--- config.mk ---
export PLATFORM = sky130hd
export DESIGN_NAME = tdm_demux
export DESIGN_NICKNAME = d
export VERILOG_FILES = /design/src/rtl/tdm_pkg.sv /design/src/rtl/tdm_demux.sv
export SDC_FILE = /design/constraint.sdc
export NUM_CORES = 1
export LEC_CHECK = 0
export BUFFER_PORTS_ARGS = -buffer_cell sky130_fd_sc_hd__clkbuf_2
export CAP_MARGIN = 20
export CORE_UTILIZATION = 56
export CTS_CLUSTER_SIZE = 40
export DETAILED_ROUTE_END_ITERATION = 8
export GPL_ROUTABILITY_DRIVEN = 0
export PLACE_DENSITY = 0.85
export SETUP_SLACK_MARGIN = 0.2
export SLEW_MARGIN = 5
export SYNTH_ARGS = -nofsm -noshare
export SYNTH_HDL_FRONTEND = slang
export SYNTH_SLANG_ARGS = --single-unit
--- constraint.sdc ---
create_clock -name clk -period 2.2 [get_ports clk]
set_input_delay 0.11 -clock clk [delete_from_list [all_inputs] [get_ports clk]]
set_output_delay 0.11 -clock clk [all_outputs]
set_load 0.005 [all_outputs]
--- src/rtl/tdm_pkg.sv ---
// Shared types and helpers for the TDM lane mux/demux pair.
// Latency: n/a (declarations only).
// Backpressure: n/a.
package tdm_pkg;

   // Framing state of the receive-side demux
   typedef enum logic [1:0] {
      HUNT    = 2'd0,
      COLLECT = 2'd1,
      ALIGNED = 2'd2
   } tdm_state_t;

   // Width of a slot index for a frame of n slots (at least one bit)
   function automatic int slot_w(input int n);
      return (n > 1) ? $clog2(n) : 1;
   endfunction

   // Bit offset of lane k in a packed bus of lanes each w bits wide
   function automatic int lane_lo(input int k, input int w);
      return k * w;
   endfunction

endpackage

--- src/rtl/tdm_demux.sv ---
// TDM demux: spreads one-slot-per-beat frames onto NUM_CH parallel lanes, frame-coherent.
// Latency: out_data/out_valid one cycle after the edge accepting the last slot beat.
// Backpressure: none; always ready, idle (in_valid=0) cycles change nothing.
module tdm_demux
   import tdm_pkg::*;
#(
   parameter int NUM_CH = 4,
   parameter int DATA_W = 8
) (
   input  logic                       clk,
   input  logic                       rst_n,
   input  logic                       in_valid,
   input  logic                       in_sof,
   input  logic [DATA_W-1:0]          in_data,
   output logic [NUM_CH*DATA_W-1:0]   out_data,
   output logic                       out_valid,
   output logic                       out_err,
   output logic                       out_locked
);

   localparam int SW = slot_w(NUM_CH);
   localparam int BW = NUM_CH * DATA_W;

   tdm_state_t          state_q, state_d;
   logic [SW-1:0]       slot_q, slot_d;
   logic [BW-1:0]       shadow_q, shadow_d;
   logic [BW-1:0]       out_data_q, out_data_d;
   logic                out_valid_q, out_valid_d;
   logic                out_err_q, out_err_d;

   // Next-state: framing FSM, shadow fill, and whole-frame publication
   always_comb begin
      state_d     = state_q;
      slot_d      = slot_q;
      shadow_d    = shadow_q;
      out_data_d  = out_data_q;
      out_valid_d = 1'b0;
      out_err_d   = 1'b0;

      if (in_valid) begin
         case (state_q)
            HUNT: begin
               // Non-SOF beats are dropped silently until a frame start shows up
               if (in_sof) begin
                  shadow_d[lane_lo(0, DATA_W) +: DATA_W] = in_data;
                  slot_d  = SW'(1);
                  state_d = COLLECT;
               end
            end
            COLLECT: begin
               if (in_sof) begin
                  // Short frame: drop it and restart on this SOF beat
                  out_err_d = 1'b1;
                  shadow_d[lane_lo(0, DATA_W) +: DATA_W] = in_data;
                  slot_d    = SW'(1);
               end else begin
                  for (int k = 0; k < NUM_CH; k++) begin
                     if (slot_q == SW'(k)) begin
                        shadow_d[lane_lo(k, DATA_W) +: DATA_W] = in_data;
                     end
                  end
                  if (slot_q == SW'(NUM_CH - 1)) begin
                     // Publish including the beat being merged this cycle
                     out_data_d  = shadow_d;
                     out_valid_d = 1'b1;
                     slot_d      = '0;
                     state_d     = ALIGNED;
                  end else begin
                     slot_d = slot_q + SW'(1);
                  end
               end
            end
            ALIGNED: begin
               if (in_sof) begin
                  shadow_d[lane_lo(0, DATA_W) +: DATA_W] = in_data;
                  slot_d  = SW'(1);
                  state_d = COLLECT;
               end else begin
                  // Long frame: lose lock and hunt for the next SOF
                  out_err_d = 1'b1;
                  state_d   = HUNT;
               end
            end
            default: begin
               state_d = HUNT;
               slot_d  = '0;
            end
         endcase
      end
   end

   // State and output registers, cleared asynchronously
   always_ff @(posedge clk or negedge rst_n) begin
      if (!rst_n) begin
         state_q     <= HUNT;
         slot_q      <= '0;
         shadow_q    <= '0;
         out_data_q  <= '0;
         out_valid_q <= 1'b0;
         out_err_q   <= 1'b0;
      end else begin
         state_q     <= state_d;
         slot_q      <= slot_d;
         shadow_q    <= shadow_d;
         out_data_q  <= out_data_d;
         out_valid_q <= out_valid_d;
         out_err_q   <= out_err_d;
      end
   end

   assign out_data   = out_data_q;
   assign out_valid  = out_valid_q;
   assign out_err    = out_err_q;
   assign out_locked = (state_q == COLLECT) || (state_q == ALIGNED);

endmodule

==> results of run 1 <==
-- through the flow --
step | instances | setup WS [ns] | cell area (um2)
floorplan | 257 | 0.226 | 3140
global placement | 367 | 0.305 | 3460
detailed placement | 367 | 0.214 | 3460
CTS | 385 | 0.226 | 3690
global route | 385 | 0.212 | 3690
finish | 385 | 0.268 | 3690
-- logic make-up (layout without fill, tap and decap cells) --
logic type / count (synthesis) / count (layout)
AO/OA/AOI/OAI: 40 / 40
buffers and inverters: 21 / 79
multiplexers: 68 / 68
flip-flops: 70 / 70
adder cells (fa/ha/maj): 10 / 10
AND/OR/NAND/NOR: 48 / 48
-- critical path, stage by stage, from the launching register on --
cell,delay (ns)
dfrtp_1,0.42
ha_1,0.26
or4_4,0.56
o2111ai_4,0.17
mux2_2,0.38
-- repair_timing --
item	in CTS	in global routing
resized for setup	0	3
buffers inserted	1	0
endpoints found under the hold margin	28	0
hold buffers	1	0
pin swaps	0	0
setup endpoints to repair	2	8
-- layout make-up --
type                    count  share of cell area [%]
clock inverters             2                    1.05
inverters                   7                   0.711
multi-input cells         166                    35.1
clock buffers              14                    4.67
well taps                  70                    2.37
repair buffers             56                    8.67
flip-flops and latches     70                    47.4
-- report_power, final --
group | switching, W | internal [W] | leakage [nW]
clock | 0.000449 | 0.000620 | 0.107
sequential | 0.000236 | 0.00172 | 0.930
combinational | 0.000684 | 0.000774 | 0.784
-- worst max-delay path by stage --
stage,from,to,slack (ns),depth (start not counted)
detailed placement,state_q[1],shadow_q[4],0.21,5
CTS,state_q[1],shadow_q[3],0.23,5
floorplan,state_q[0],shadow_q[0],0.23,5
finish,state_q[1],shadow_q[3],0.27,4
global placement,state_q[1],shadow_q[4],0.31,5
global route,slot_q[1],shadow_q[1],0.21,5
-- state kept, by name, summed over array words and instances, names as in the netlist --
register,flops
shadow_q,32
slot_q,2
state_q,2
out_valid,1
out_err,1
out_data,32
-- placed cells by master, fill, tap and decap left out, drive strengths merged, types with 2 or more instances in the layout --
cell type and instances:
inv 7, ha 10, o21ai 33, dfrtp 70, clkbuf 59, nor2 3
nand2 38, a21oi 2, buf 10, mux2i 34, mux2 34
-- routing by layer --
metal	up-vias	GRT usage, %
li1	1002	-
met4	0	9.81
met2	39	37.9
met5	-	0
met1	997	27.3
met3	9	4.52
==> impl_metrics.toml, run 1 <==
[setup_path]
arrival_ns = 2.15
crit_path_max_fanout = 8
cp-end-kind = "flop"
reg2reg_from = "state_q[1]"
r2r_end = "shadow_q[3]"
rrSetupSlack_ns = 0.27
crit_type = "flop to flop"
cp-start-kind = "flop"
reg2regPathDepth = 4
cp.required_ns = 2.42

[sta]
skew_ns = 0.00804
max_slew_margin_pct = 56.6
finalHoldViolCount = 0
fmax_ghz = 0.518
fin_crit_ns = 1.93
period_share_pct = 87.8
rsz0062_at_grt = "false"
worst_pin_slew_ns = 0.651
holdWs_ns = 0.150
finalSetupViolCount = 0
maxSlewViolCount = 0
tns_ns = 0

[power]
max-vdd-ir-drop_mv = 0.658
power_density_mw_per_mm2 = 1210
finalPower_w = 0.00449
p_leak_nw = 1.82

[drt]
wl_met1_um = 2640
dr.pass1.iters = 5
num_vias = 2047
ant_nets = 0
wl_met3_um = 186
routedWlPerCell_um = 15.2
highest_layer = "met4"
met2_wirelength_um = 2930
dr.first_iter.drc_count = 121
avgViaCountPerCell = 5.32
drc = 0
wirelength_um = 5840

[die]
die_area_mm2 = 0.00591
pin_count = 47
start_util_pct = 59.9
die_w_um = 76.9
core-area_mm2 = 0.00524
rows = 26
die_h_um = 76.9

[synth]
syn-mean-instance-area_um2 = 12.2
netlist_area_mm2 = 0.00314
synth.mux.area_fraction_pct = 23.0
ys_seq_elements = 70
yosysTopAreaCell = "dfrtp_1"
synth_top_family_by_area = "multiplexers"
ys_top_cells_by_area = "dfrtp_1 56%, mux2_2 12%, mux2i_1 11%"
synth_most_common_cell = "dfrtp_1"
synth_edf_count = 0
synth_seq_area_share_pct = 55.8
synth_compound_area_share_pct = 7.38
synthSimpleGateAreaFrac_pct = 6.82
synthXorXnorAreaFrac_pct = 0
synth_flop_cell = "dfrtp_1"
async_flop_share_pct = 100
synth_nets = 279
yosysUniqueCellTypes = 25
syn_inst = 257
synth_common_cells = "70 x dfrtp_1, 38 x nand2_1, 34 x mux2i_1"
synth_warnings = 0
synthAdderAreaFrac_pct = 3.99
yosys.area.top_type_share_pct = 55.8

[clock_network]
path_clk_slew_ns = 0.07
root_buffer = "clkbuf_8"
cts_buffers = 9
cts_tree = "built"
htree_num_levels = 3
clkSinkCount = 70
clock_latency_ns = 0.34
clk_path_buf_depth = 2

[min_path]
hold_path_class = "input port to flop"
hold_depth = 3
min_from = "in_valid"
min_to = "out_err"

[global_route]
overflow = 0
grt_max_degree = 43
antenna_found_initial = 0
grt_pass1_vias = 2136
grt_use_total_pct = 22.3
grt_first_pass_wirelength_um = 9920

[place]
dp_hpwl_um = 4110
io_buffers = 46

[final_layout]
multi_input_area_mm2 = 0.00130
ff_latch_area_mm2 = 0.00175
nNetsFinal = 332
syn_to_final_growth_pct = 17.7
fillerInstances = 411
antenna_cells = 0
drive_gt1_share_pct = 34.0
fin_util_pct = 70.5

[status]
status = "finished, final reports clean"

[flow_run]
cap_violations = 0
Note: power is estimated with default switching activity, not from simulation.
==> run 2, diff against run 1 <==
--- a/config.mk
+++ b/config.mk
@@ -5,7 +5,7 @@
 export SDC_FILE = /design/constraint.sdc
 export NUM_CORES = 1
 export LEC_CHECK = 0
-export BUFFER_PORTS_ARGS = -buffer_cell sky130_fd_sc_hd__clkbuf_2
+export BUFFER_PORTS_ARGS = -buffer_cell sky130_fd_sc_hd__buf_4
 export CAP_MARGIN = 20
 export CORE_UTILIZATION = 56
 export CTS_CLUSTER_SIZE = 40
==> run 2 against run 1 <==
  * Sequential power is essentially flat
  * Clock skew shrank 0.0015 ns
  * Clock power grew 5%
  * Critical endpoint is now shadow_q[7]
  * Flip-flop and latch count is the same
  * Critical path depth grew 1
  * Largest cell class unchanged
  * Via count grew 0.29%
  * Global-route usage shrank 0.22 points
==> impl_metrics.toml, run 2 (synthesized netlist as in run 1, its figures left out) <==
[final_layout]
layout_commonest_cell = "dfrtp_1"
syn_to_final_growth_pct = 21.1
final_cell_mix = "70 x dfrtp_1, 55 x buf_4, 38 x nand2_1"
nNetsFinal = 332
drive_gt1_share_pct = 33.3
antenna_cells = 0

[status]
status = "finished, final reports clean"

[clock_network]
clock_latency_ns = 0.34
htree_num_levels = 3
root_buffer = "clkbuf_8"
cts_buffers = 9
clkSinkCount = 70
path_clk_slew_ns = 0.07
cts_tree = "built"
clk_path_buf_depth = 2

[power]
max-vdd-ir-drop_mv = 0.643
p_leak_nw = 1.86
power_density_mw_per_mm2 = 1220
finalPower_w = 0.00464

[die]
start_util_pct = 59.9
core-area_mm2 = 0.00524
die_h_um = 76.9
die_w_um = 76.9
rows = 26
pin_count = 47
die_area_mm2 = 0.00591

[drt]
num_vias = 2053
drc = 0
ant_nets = 0
dr.first_iter.drc_count = 71
dr.pass1.iters = 4
wirelength_um = 5880
avgViaCountPerCell = 5.33
routedWlPerCell_um = 15.3

[flow_run]
cap_violations = 0

[sta]
fmax_ghz = 0.518
max_slew_margin_pct = 44.5
rsz0062_at_grt = "false"
period_share_pct = 87.7
tns_ns = 0
maxSlewViolCount = 0
worst_pin_slew_ns = 0.832
fin_crit_ns = 1.93
skew_ns = 0.00650
finalHoldViolCount = 0
finalSetupViolCount = 0

[global_route]
grt_pass1_vias = 2070
overflow = 0
grt_use_total_pct = 22.1
antenna_found_initial = 0
grt_max_degree = 71
grt_first_pass_wirelength_um = 9770

[setup_path]
arrival_ns = 2.15
crit_path_max_fanout = 8
cp.required_ns = 2.42
cp-end-kind = "flop"
crit_type = "flop to flop"
cp-start-kind = "flop"

[min_path]
hold_path_class = "input port to flop"

[place]
io_buffers = 46
dp_hpwl_um = 3930
[run 2: cell types whose count changed in the layout (fill, tap and decap cells not counted), sizes merged]
cell	delta
clkbuf	-47
buf	+45
bufinv	+1
clkinv	+1
[run 2: layout make-up]
class | count | area [um2]
multi-input combinational | 166 | 1300
clock buffer | 12 | 145
inverter | 7 | 26.3
fill | 387 | 1440
tap | 70 | 87.6
timing repair buffer | 56 | 423
clock inverter | 4 | 70.1
sequential | 70 | 1750
[run 2: metal layers]
layer	track usage, %	part of all wire, %	vias to the layer above
met4	8.08	1.1	0
met5	0	0	-
li1	-	-	1002
met3	6.19	3.8	9
met2	38.2	51	46
met1	26.0	44	996
[run 2: path summary, 6_finish.rpt]
kind	startpoint	end	slack [ns]	cells after the start
setup reg to reg	slot_q[0]	shadow_q[7]	0.27	5
hold reg to reg	out_data[2]	out_data[2]	0.48	2
min in group asynchronous	rst_n	out_data[19]	0.41	2
max in group asynchronous	rst_n	shadow_q[0]	1.25	2
hold / removal	in_sof	slot_q[1]	0.07	2
setup / recovery	slot_q[0]	shadow_q[7]	0.27	5
[run 2: repair_timing]
item                                   in CTS  in global routing
setup endpoints to repair                   0                  8
buffers inserted                            0                  2
hold buffers                                1                  0
gates resized for setup                     0                  1
endpoints found under the hold margin      70                  0
[run 2: stage by stage]
stage | worst slack, ns | hold slack, ns | util [%] | instances | instance area, um2
after global placement | 0.306 | 0.274 | 67.9 | 366 | 3560
after global routing | 0.203 | 0.0792 | 72.6 | 385 | 3800
after detailed placement | 0.239 | 0.271 | 67.9 | 366 | 3560
after CTS | 0.216 | 0.0555 | 72.2 | 383 | 3780
final | 0.271 | 0.0743 | 72.6 | 385 | 3800
after floorplan | 0.226 | -0.186 | - | 257 | 3140
[run 2: power by group]
part	switching, W	internal (W)
clock network	0.000457	0.000667
registers	0.000236	0.00172
logic	0.000686	0.000877
[run 2: worst max-delay path: stages, from the launching register on]
cell       delay [ns]
dfrtp_1          0.44
inv_1            0.11
ha_1             0.23
or4_4            0.50
o2111ai_4        0.14
mux2_2           0.39
==> run 3, diff against run 2 <==
--- a/config.mk
+++ b/config.mk
@@ -12,6 +12,7 @@
 export DETAILED_ROUTE_END_ITERATION = 8
 export GPL_ROUTABILITY_DRIVEN = 0
 export PLACE_DENSITY = 0.85
+export RECOVER_POWER = 50
 export SETUP_SLACK_MARGIN = 0.2
 export SLEW_MARGIN = 5
 export SYNTH_ARGS = -nofsm -noshare
==> run 3 against run 2 <==
  * The flow now finishes with violations (max-capacitance violations, max-slew violations)
  * Worst setup slack got worse by 0.0027 ns
  * Clock skew decreased by 0.0015 ns
  * Wire length down 0.71%
  * First-iteration DRC count increased by 7.0%
  * Critical path type unchanged
  * Final area is essentially flat
  * Clock power barely moved
  * Flip-flop and latch count unchanged
  * Via count is 0.39% lower
  * Combinational power barely moved
  * Highest routed layer unchanged
  * Critical path depth unchanged
==> impl_metrics.toml, run 3 (synthesized netlist as in run 1, its figures left out) <==
[global_route]
grt_use_met3_pct = 6.19
antenna_found_initial = 0
grt_max_degree = 71
grt.busiest_layer = "met2"
grt_pass1_vias = 2070
grt_use_total_pct = 22.1
use_met1_pct = 26.0
overflow = 0
met2_usage_pct = 38.2
grt_first_pass_wirelength_um = 9770

[final_layout]
drive_gt1_share_pct = 33.3
layout_commonest_cell = "dfrtp_1"
final-instance-count-excl-fill = 385
fillerInstances = 388
antenna_cells = 0
nNetsFinal = 332
fin_util_pct = 72.5
syn_to_final_growth_pct = 21.0
final_cell_mix = "70 x dfrtp_1, 38 x nand2_1, 34 x mux2i_1, 34 x clkbuf_4"

[place]
dp_hpwl_um = 3930
place_inst = 366
io_buffers = 46

[drt]
wirelength_um = 5840
avgViaCountPerCell = 5.31
ant_nets = 0
drc = 0
num_vias = 2045
routedWlPerCell_um = 15.2
dr.pass1.iters = 4
dr.first_iter.drc_count = 76

[sta]
worst_pin_slew_ns = 1.63
fmax_ghz = 0.518
skew_ns = 0.00501
finalSetupViolCount = 0
period_share_pct = 87.8
tns_ns = 0
maxSlewViolCount = 71
fin_crit_ns = 1.93
finalHoldViolCount = 0
rsz0062_at_grt = "false"
max_slew_margin_pct = -8.64

[power]
finalPower_w = 0.00462
max-vdd-ir-drop_mv = 0.642
p_leak_nw = 1.84
power_density_mw_per_mm2 = 1220

[flow_run]
cap_violations = 1

[clock_network]
path_clk_slew_ns = 0.07
clock_latency_ns = 0.34
htree_num_levels = 3
root_buffer = "clkbuf_8"
cts_buffers = 9
clk_path_buf_depth = 2
cts_tree = "built"
clkSinkCount = 70

[die]
rows = 26
die_h_um = 76.9
core-area_mm2 = 0.00524
die_area_mm2 = 0.00591
pin_count = 47
start_util_pct = 59.9
die_w_um = 76.9

[setup_path]
reg2reg_from = "slot_q[0]"
cp.required_ns = 2.42
cp-startpoint = "slot_q[0]"
reg2regPathDepth = 5
cp-start-kind = "flop"
cp-end-kind = "flop"
rrSetupSlack_ns = 0.27
crit_path_max_fanout = 8
r2r_end = "shadow_q[7]"
crit_end = "shadow_q[7]"
arrival_ns = 2.15
crit_type = "flop to flop"

[min_path]
hold_path_class = "input port to flop"
min_from = "in_sof"

[status]
status = "finished with violations"
violations = "max-capacitance violations, max-slew violations"
-- run 3: final cells by class --
type	count	area (um2)	area share, %
Multi-Input combinational cell	166	1300	34.1
Tap cell	70	87.6	2.31
Clock inverter	4	70.1	1.85
Timing Repair Buffer	56	420	11.1
Clock buffer	12	145	3.82
Inverter	7	26.3	0.692
Sequential cell	70	1750	46.1
-- run 3: what timing repair did --
item                       4_1_cts  5_1_grt
gates resized for setup          0        1
hold buffers                     1        0
setup buffers                    0        2
hold endpoints to repair        70        0
setup endpoints to repair        0        8
-- run 3: worst max-delay path, cell delays in order (launching register included) --
cell and delay [ns]:
dfrtp_1 0.44, inv_1 0.11, ha_1 0.24, or4_4 0.50, o2111ai_4 0.14, mux2_2 0.39
-- run 3: worst min path at each step --
stage,to,slack (ns),cells after the start
6_report,slot_q[1],0.07,2
5_1_grt,shadow_q[10],0.08,2
4_1_cts,slot_q[1],0.06,2
3_5_place_dp,out_data[19],0.27,1
3_3_place_gp,out_data[19],0.27,1
2_1_floorplan,out_data[0],-0.19,0
-- run 3: metrics by stage --
step                      setup slack, ns  hold WS, ns  instance area [um2]
after floorplan                     0.226       -0.186                 3140
after global placement              0.306        0.274                 3560
after detailed placement            0.239        0.271                 3560
after CTS                           0.216       0.0555                 3780
after global routing                0.145       0.0792                 3800
final                               0.268       0.0738                 3800
-- run 3: power breakdown --
| part | total, W | internal (W) | switching (W) | leakage (nW) |
|---|---|---|---|---|
| sequential | 0.00195 | 0.00172 | 0.000231 | 0.931 |
| combinational | 0.00155 | 0.000862 | 0.000685 | 0.796 |
| clock | 0.00112 | 0.000666 | 0.000454 | 0.110 |
| total | 0.00462 | 0.00325 | 0.00137 | 1.84 |
-- run 3: per-layer routing --
layer,part of all wire (%),up-vias
met5,0,-
met1,45,991
li1,-,1002
met4,1.1,0
met3,3.6,9
met2,50,43
